## config.mk

```make
export PLATFORM = sky130hd
export DESIGN_NAME = axi3_slave_bridge
export DESIGN_NICKNAME = d
export VERILOG_FILES = /design/src/rtl/axi3_pkg.sv /design/src/rtl/axi3_addrgen.sv /design/src/rtl/axi3_slave_bridge.sv
export SDC_FILE = /design/constraint.sdc
export NUM_CORES = 1
export LEC_CHECK = 0
export ABC_AREA = 1
export BUFFER_PORTS_ARGS = -buffer_cell sky130_fd_sc_hd__buf_2
export CAP_MARGIN = 15
export CORE_ASPECT_RATIO = 0.7
export CORE_MARGIN = 1.5
export CORE_UTILIZATION = 53
export DETAILED_ROUTE_END_ITERATION = 8
export GPL_ROUTABILITY_DRIVEN = 0
export PLACE_DENSITY = 0.86
export SETUP_SLACK_MARGIN = 0.05
export SLEW_MARGIN = 20
export SYNTH_ARGS = -nofsm -noshare
export SYNTH_HDL_FRONTEND = slang
export SYNTH_SLANG_ARGS = --single-unit
export TNS_END_PERCENT = 10
```

## constraint.sdc

```tcl
create_clock -name clk -period 10.2 [get_ports clk]
set_clock_uncertainty 0.2 [all_clocks]
set_input_delay 1.02 -clock clk [delete_from_list [all_inputs] [get_ports clk]]
set_output_delay 1.02 -clock clk [all_outputs]
set_load 0.01 [all_outputs]
```

## src/rtl/axi3_pkg.sv

```systemverilog
// Shared AXI3 encodings and bridge state type.
package axi3_pkg;

  typedef enum logic [1:0] {
    OKAY   = 2'b00,
    EXOKAY = 2'b01,
    SLVERR = 2'b10,
    DECERR = 2'b11
  } resp_e;

  typedef enum logic [1:0] {
    FIXED = 2'b00,
    INCR  = 2'b01,
    WRAP  = 2'b10
  } burst_e;

  typedef enum logic [2:0] {
    IDLE,
    RDREQ,
    RDRESP,
    WRDATA,
    WRREQ,
    WRRESP
  } state_e;

  // Response codes are ordered by severity, so the worse one is the larger.
  function automatic resp_e resp_merge(input resp_e a, input resp_e b);
    return (a > b) ? a : b;
  endfunction

endpackage

```

## src/rtl/axi3_addrgen.sv

```systemverilog
// Combinational AXI3 beat address generator: next address, bus-aligned
// address and illegal-burst detection.
module axi3_addrgen
  import axi3_pkg::*;
#(
  parameter int unsigned ADDR = 32,
  parameter int unsigned DATA = 32
) (
  input  logic [ADDR-1:0] i_addr,
  input  logic [2:0]      i_size,
  input  logic [3:0]      i_len,
  input  logic [1:0]      i_burst,
  output logic [ADDR-1:0] o_next_addr,
  output logic [ADDR-1:0] o_aligned_addr,
  output logic            o_illegal
);

  localparam int unsigned LG = $clog2(DATA / 8);

  logic [ADDR-1:0] w_incr;
  logic [ADDR-1:0] w_mask;
  logic [ADDR-1:0] w_sum;

  always_comb begin
    w_incr         = ADDR'(1) << i_size;
    // Wrap window is (len+1) beats of 2^size bytes, aligned to its own size.
    w_mask         = ((ADDR'(i_len) + ADDR'(1)) << i_size) - ADDR'(1);
    w_sum          = i_addr + w_incr;
    o_aligned_addr = {i_addr[ADDR-1:LG], LG'(0)};
    case (i_burst)
      FIXED:   o_next_addr = i_addr;
      INCR:    o_next_addr = w_sum;
      WRAP:    o_next_addr = (i_addr & ~w_mask) | (w_sum & w_mask);
      default: o_next_addr = i_addr;
    endcase
    o_illegal = (i_burst == 2'b11) || (i_size > 3'(LG)) ||
                ((i_burst == WRAP) && !(i_len inside {4'd1, 4'd3, 4'd7, 4'd15}));
  end

endmodule

```

## src/rtl/axi3_slave_bridge.sv

```systemverilog
// AXI3 slave to simple request/ack downstream bridge; one transaction at a
// time, per-beat downstream access with timeout.
module axi3_slave_bridge
  import axi3_pkg::*;
#(
  parameter int unsigned ADDR     = 32,
  parameter int unsigned DATA     = 32,
  parameter int unsigned ID       = 12,
  parameter int unsigned TIMEBITS = 8,
  parameter int unsigned TIMEOUT  = 10
) (
  input  logic              clk,
  input  logic              reset,
  input  logic              awvalid,
  output logic              awready,
  input  logic [ID-1:0]     awid,
  input  logic [ADDR-1:0]   awaddr,
  input  logic [3:0]        awlen,
  input  logic [2:0]        awsize,
  input  logic [1:0]        awburst,
  input  logic [1:0]        awlock,
  input  logic [3:0]        awcache,
  input  logic [2:0]        awprot,
  input  logic [3:0]        awqos,
  input  logic              wvalid,
  output logic              wready,
  input  logic [ID-1:0]     wid,
  input  logic [DATA-1:0]   wdata,
  input  logic [DATA/8-1:0] wstrb,
  input  logic              wlast,
  output logic              bvalid,
  input  logic              bready,
  output logic [ID-1:0]     bid,
  output logic [1:0]        bresp,
  input  logic              arvalid,
  output logic              arready,
  input  logic [ID-1:0]     arid,
  input  logic [ADDR-1:0]   araddr,
  input  logic [3:0]        arlen,
  input  logic [2:0]        arsize,
  input  logic [1:0]        arburst,
  input  logic [1:0]        arlock,
  input  logic [3:0]        arcache,
  input  logic [2:0]        arprot,
  input  logic [3:0]        arqos,
  output logic              rvalid,
  input  logic              rready,
  output logic [ID-1:0]     rid,
  output logic [DATA-1:0]   rdata,
  output logic [1:0]        rresp,
  output logic              rlast,
  output logic              outreq,
  output logic              outwr,
  output logic [ADDR-1:0]   outaddr,
  output logic [DATA-1:0]   outwdata,
  output logic [DATA/8-1:0] outwstrb,
  input  logic              outack,
  input  logic              outerr,
  input  logic [DATA-1:0]   outrdata
);

  localparam int unsigned       STRB  = DATA / 8;
  localparam logic [TIMEBITS-1:0] TLOAD = TIMEBITS'(TIMEOUT);

  state_e              r_state;
  state_e              w_state_nxt;
  logic [ID-1:0]       r_id;
  logic [ADDR-1:0]     r_addr;
  logic [3:0]          r_len;
  logic [3:0]          r_beat;
  logic [2:0]          r_size;
  logic [1:0]          r_burst;
  logic                r_favour_rd;
  logic [TIMEBITS-1:0] r_timer;
  logic [DATA-1:0]     r_rdata;
  logic [DATA-1:0]     r_wdata;
  logic [STRB-1:0]     r_wstrb;
  resp_e               r_rresp;
  resp_e               r_bresp;

  logic [ADDR-1:0] w_next_addr;
  logic [ADDR-1:0] w_aligned_addr;
  logic            w_illegal;
  logic            w_last;
  logic            w_timeout;
  logic            w_grant_wr;
  logic            w_grant_rd;
  logic            w_rd_capture;
  logic            w_wr_accept;
  logic            w_wr_done;
  logic            w_advance;
  logic            w_reload;
  logic            w_unused;

  assign w_unused = &{1'b0, awlock, awcache, awprot, awqos,
                      arlock, arcache, arprot, arqos, wid};

  axi3_addrgen #(.ADDR(ADDR), .DATA(DATA)) u_addrgen (
    .i_addr         (r_addr),
    .i_size         (r_size),
    .i_len          (r_len),
    .i_burst        (r_burst),
    .o_next_addr    (w_next_addr),
    .o_aligned_addr (w_aligned_addr),
    .o_illegal      (w_illegal)
  );

  assign w_last    = (r_beat == r_len);
  assign w_timeout = (TIMEOUT != 0) && (r_timer == '0);

  always_ff @(posedge clk or posedge reset) begin
    if (reset) r_state <= IDLE;
    else       r_state <= w_state_nxt;
  end

  always_comb begin
    w_state_nxt  = r_state;
    w_grant_wr   = 1'b0;
    w_grant_rd   = 1'b0;
    w_rd_capture = 1'b0;
    w_wr_accept  = 1'b0;
    w_wr_done    = 1'b0;
    w_advance    = 1'b0;
    w_reload     = 1'b0;
    case (r_state)
      IDLE: begin
        if (awvalid && (!arvalid || !r_favour_rd)) begin
          w_grant_wr  = 1'b1;
          w_state_nxt = WRDATA;
        end else if (arvalid) begin
          w_grant_rd  = 1'b1;
          w_state_nxt = RDREQ;
        end
      end
      RDREQ: begin
        if (w_illegal || outack || w_timeout) begin
          w_rd_capture = 1'b1;
          w_state_nxt  = RDRESP;
        end
      end
      RDRESP: begin
        if (rready) begin
          if (w_last) begin
            w_state_nxt = IDLE;
          end else begin
            w_advance   = 1'b1;
            w_reload    = 1'b1;
            w_state_nxt = RDREQ;
          end
        end
      end
      WRDATA: begin
        if (wvalid) begin
          w_wr_accept = 1'b1;
          // Illegal bursts and empty strobes consume the beat without access.
          if (w_illegal || (wstrb == '0)) begin
            w_advance   = 1'b1;
            w_state_nxt = w_last ? WRRESP : WRDATA;
          end else begin
            w_reload    = 1'b1;
            w_state_nxt = WRREQ;
          end
        end
      end
      WRREQ: begin
        if (outack || w_timeout) begin
          w_wr_done   = 1'b1;
          w_advance   = 1'b1;
          w_state_nxt = w_last ? WRRESP : WRDATA;
        end
      end
      WRRESP: begin
        if (bready) w_state_nxt = IDLE;
      end
      default: w_state_nxt = IDLE;
    endcase
  end

  always_ff @(posedge clk or posedge reset) begin
    if (reset) begin
      r_id        <= '0;
      r_addr      <= '0;
      r_len       <= '0;
      r_size      <= '0;
      r_burst     <= '0;
      r_beat      <= '0;
      r_timer     <= '0;
      r_favour_rd <= 1'b1;
      r_rdata     <= '0;
      r_rresp     <= OKAY;
      r_wdata     <= '0;
      r_wstrb     <= '0;
      r_bresp     <= OKAY;
    end else begin
      if (w_grant_wr) begin
        r_id        <= awid;
        r_addr      <= awaddr;
        r_len       <= awlen;
        r_size      <= awsize;
        r_burst     <= awburst;
        r_beat      <= '0;
        r_bresp     <= OKAY;
        r_favour_rd <= 1'b1;
      end else if (w_grant_rd) begin
        r_id        <= arid;
        r_addr      <= araddr;
        r_len       <= arlen;
        r_size      <= arsize;
        r_burst     <= arburst;
        r_beat      <= '0;
        r_favour_rd <= 1'b0;
      end
      if (w_advance) begin
        r_addr <= w_next_addr;
        r_beat <= r_beat + 4'd1;
      end
      if (w_grant_wr || w_grant_rd || w_reload) begin
        r_timer <= TLOAD;
      end else if (((r_state == RDREQ) || (r_state == WRREQ)) && (r_timer != '0)) begin
        r_timer <= r_timer - TIMEBITS'(1);
      end
      // An ack arriving on the last timer cycle still counts as a response.
      if (w_rd_capture) begin
        r_rdata <= outrdata;
        r_rresp <= w_illegal ? SLVERR : (outack ? (outerr ? SLVERR : OKAY) : DECERR);
      end
      if (w_wr_accept) begin
        r_wdata <= wdata;
        r_wstrb <= wstrb;
        if (w_illegal || (wlast != w_last)) r_bresp <= resp_merge(r_bresp, SLVERR);
      end
      if (w_wr_done) begin
        r_bresp <= resp_merge(r_bresp, outack ? (outerr ? SLVERR : OKAY) : DECERR);
      end
    end
  end

  assign awready  = w_grant_wr;
  assign arready  = w_grant_rd;
  assign wready   = (r_state == WRDATA);
  assign rvalid   = (r_state == RDRESP);
  assign bvalid   = (r_state == WRRESP);
  assign outreq   = ((r_state == RDREQ) && !w_illegal) || (r_state == WRREQ);
  assign outwr    = (r_state == WRREQ);
  assign outaddr  = w_aligned_addr;
  assign outwdata = r_wdata;
  assign outwstrb = r_wstrb;
  assign rid      = r_id;
  assign bid      = r_id;
  assign rdata    = r_rdata;
  assign rresp    = r_rresp;
  assign bresp    = r_bresp;
  assign rlast    = rvalid && w_last;

endmodule

```

==> run summary <==
via total after detailed routing -> 9206
global-route wire length before repair -> 41.99 mm
area of the mapped netlist -> 8892 um2
maximum fanout count along the critical path -> 37
final cycle utilization of the critical path -> 37.19%
library cell used as clock root buffer -> sky130_fd_sc_hd__clkbuf_16
# rows -> 39
Primary FF master, synth -> sky130_fd_sc_hd__dfrtp_1
met1 demand-to-capacity share in global routing -> 40.93%
number of instances resized during post-cts repair -> 0
count of routing violations after the opening detailed-route iteration -> 772
Core Footprint -> 16350 um2
FF+latch area -> 3530 um2
number of buffers added on ports -> 317
critical path data arrival time -> 3.90 ns
clock tree from TritonCTS -> built
Final Hold Violating Endpoints -> 0
R2R Path Start -> r_burst[0]$_DFFE_PP0P_
largest cells by area after synthesis -> sky130_fd_sc_hd__dfrtp_1, sky130_fd_sc_hd__nand2_1, sky130_fd_sc_hd__nand3_1
register area share after synthesis -> 39.69%
async set or reset register ratio after synthesis -> 100.0%
fraction of final layout cells sized beyond drive strength 1 -> 26.19%
area share of the largest cell type after synthesis -> 39.40%
number of setup buffers added after CTS -> 0
clock latency at the later pin of the worst-skew pair -> 0.42 ns
endpoint class of the critical path -> flip-flop
start point of the critical path -> r_burst[0]$_DFFE_PP0P_
global-route track usage on met2 -> 46.70%
max-capacitance violation count -> 0
total power per unit cell area -> 344.5 nW/um2
most common cell after layout, fill and taps aside -> sky130_fd_sc_hd__nand2_1
die span in x -> 157.8 um
yosys synthesis warning count -> 0
commonest non-fill, non-tap cells in the layout -> sky130_fd_sc_hd__nand2_1, sky130_fd_sc_hd__buf_2, sky130_fd_sc_hd__dfrtp_1
flops & latches, synth -> 141
time the final worst path needs with I/O delays and setup -> 3.793 ns
number of antenna violations at the first check in global routing -> 2
All-Layer GR Usage -> 30.61%
Slew Limit Fails -> 0
Clock Pin Slew Worst Setup and Hold Paths -> 0.06 ns
DRC errors left -> 0
via/cell ratio -> 5.240
Max H-tree Level -> 4
Crit Path Category -> flip-flop to flip-flop
VDD IR-drop max -> 197.7 uV
height of the die -> 111.4 um
Avg Inst Size Synth -> 7.024 um2
global routing met3 resource utilization -> 8.369%
DP Area -> 10250 um2
initial core utilization -> 54.40%
GR Overflow Total -> 0
I/O Pins -> 358
DPL Wire Length -> 19.47 mm
Longest Clk Path Bufs -> 2
class of the tightest hold or removal check -> flip-flop to flip-flop
Inserted Clock Buffers -> 17
detailed-route wire length -> 26.42 mm
Antenna Nets Post-Route -> 0
synthesized netlist cell count -> 1266
number of iterations in the first detailed-routing pass -> 6
count of different cell masters after synthesis -> 54
slack of the worst reg-to-reg path -> 6.41 ns
number of enable-type register cells in the synthesized netlist -> 0
Power, Total -> 3.735 mW
Final setup violation count -> 0
setup TNS -> 0 ns
final std cell area, no fill -> 10840 um2
unrepaired setup endpoints after global routing -> no
highest clock frequency the design can meet -> 263.6 MHz
detailed-route wire length per cell -> 15.04 um
area occupied by multi-input gates -> 4451 um2
Most Crowded Layer GR -> met2
via count of the first global-routing pass -> 8509
run status -> finished, final reports clean
static leakage power -> 6.019 nW
Area Growth Syn to Fin -> 21.91%
largest net degree at the start of global routing -> 73
startpoint class of the critical path -> flip-flop
# fillers -> 1422
die outline area -> 17580 um2
hold buffer count at cts -> 0
transition time at the pin with the least slew margin -> 0.9824 ns
# nets final -> 1758
max_slew headroom -> 34.43%
clock sink count -> 141
cell count of the worst reg-to-reg path -> 14
Required @ worst endpoint -> 10.31 ns
Yosys top cell by area -> sky130_fd_sc_hd__dfrtp_1
cells in the mapped netlist, drive strengths merged (4+ instances only):
library cell / count
nor2: 104
o31ai: 4
clkbuf: 26
xnor2: 6
dfrtp: 140
nand3: 88
a31oi: 5
nor3: 16
o21ai: 68
inv: 94
buf: 65
nand2: 504
xor2: 22
a21oi: 63
nand4: 11
ha: 17
o22ai: 8
o211ai: 4
layer usage:
layer,vias to the layer above,routed length [um]
met4,2,976
met1,4251,11160
met3,71,2325
met2,381,11950
met5,-,10
li1,4501,-
cells by family after synthesis:
| kind of cell | Yosys count | share of synthesized area, % |
|---|---|---|
| AO/OA/AOI/OAI | 161 | 10.31 |
| XOR/XNOR | 28 | 2.758 |
| adder cells (fa/ha/maj) | 18 | 2.617 |
| buffers and inverters | 185 | 10.45 |
| flip-flops | 141 | 39.69 |
| other | 1 | 0.04217 |
| AND/OR/NAND/NOR | 732 | 34.12 |
per-stage QoR:
stage	hold WS, ns	util [%]	worst slack [ns]	instances
4_1_cts	0.2695	66.30	6.426	1756
6_report	0.2667	66.31	6.407	1757
5_1_grt	0.2874	66.31	6.054	1757
3_3_place_gp	0.2498	62.72	6.125	1724
3_5_place_dp	0.2536	62.72	6.070	1724
2_1_floorplan	0.2442	-	5.200	1267
how the worst min path moves through the flow:
stage | from | slack (ns) | end | cells past startpoint
after floorplan | r_favour_rd$_DFFE_PP1P_ | 0.24 | r_favour_rd$_DFFE_PP1P_ | 2
after global placement | rdata[13]$_DFFE_PP0P_ | 0.25 | rdata[13]$_DFFE_PP0P_ | 2
after detailed placement | rdata[24]$_DFFE_PP0P_ | 0.25 | rdata[24]$_DFFE_PP0P_ | 2
after CTS | rdata[24]$_DFFE_PP0P_ | 0.27 | rdata[24]$_DFFE_PP0P_ | 2
after global routing | rdata[13]$_DFFE_PP0P_ | 0.29 | rdata[13]$_DFFE_PP0P_ | 2
final | rdata[24]$_DFFE_PP0P_ | 0.27 | rdata[24]$_DFFE_PP0P_ | 2
cell type report:
cell class | instances | area share, %
Antenna cell | 1 | 0.02308
Sequential cell | 141 | 32.56
Clock buffer | 18 | 4.051
Tap cell | 225 | 2.597
Inverter | 94 | 3.324
Timing Repair Buffer | 323 | 15.05
Clock inverter | 14 | 1.339
Multi-Input combinational cell | 941 | 41.05
critical path: stages, from the launching register on:
cell                      delay, ns
sky130_fd_sc_hd__dfrtp_1       0.42
sky130_fd_sc_hd__nor2_1        0.71
sky130_fd_sc_hd__nand3_1       0.16
sky130_fd_sc_hd__nand2_1       0.24
sky130_fd_sc_hd__inv_1         0.09
sky130_fd_sc_hd__nand2_1       0.13
sky130_fd_sc_hd__nand2_2       0.08
sky130_fd_sc_hd__nand3_4       0.36
sky130_fd_sc_hd__inv_4         0.30
sky130_fd_sc_hd__nand2_4       0.16
sky130_fd_sc_hd__nand2_4       0.09
sky130_fd_sc_hd__inv_2         0.25
sky130_fd_sc_hd__nand2_2       0.21
sky130_fd_sc_hd__a21oi_1       0.20
sky130_fd_sc_hd__a21oi_2       0.07
report_power, final:
part           internal [mW]  total, mW  switching [mW]
registers              0.826       1.06           0.239
logic                  0.699       2.04            1.35
clock network          0.352      0.626           0.274
total                   1.88       3.73            1.86
Power figures use the tool's default switching activity.
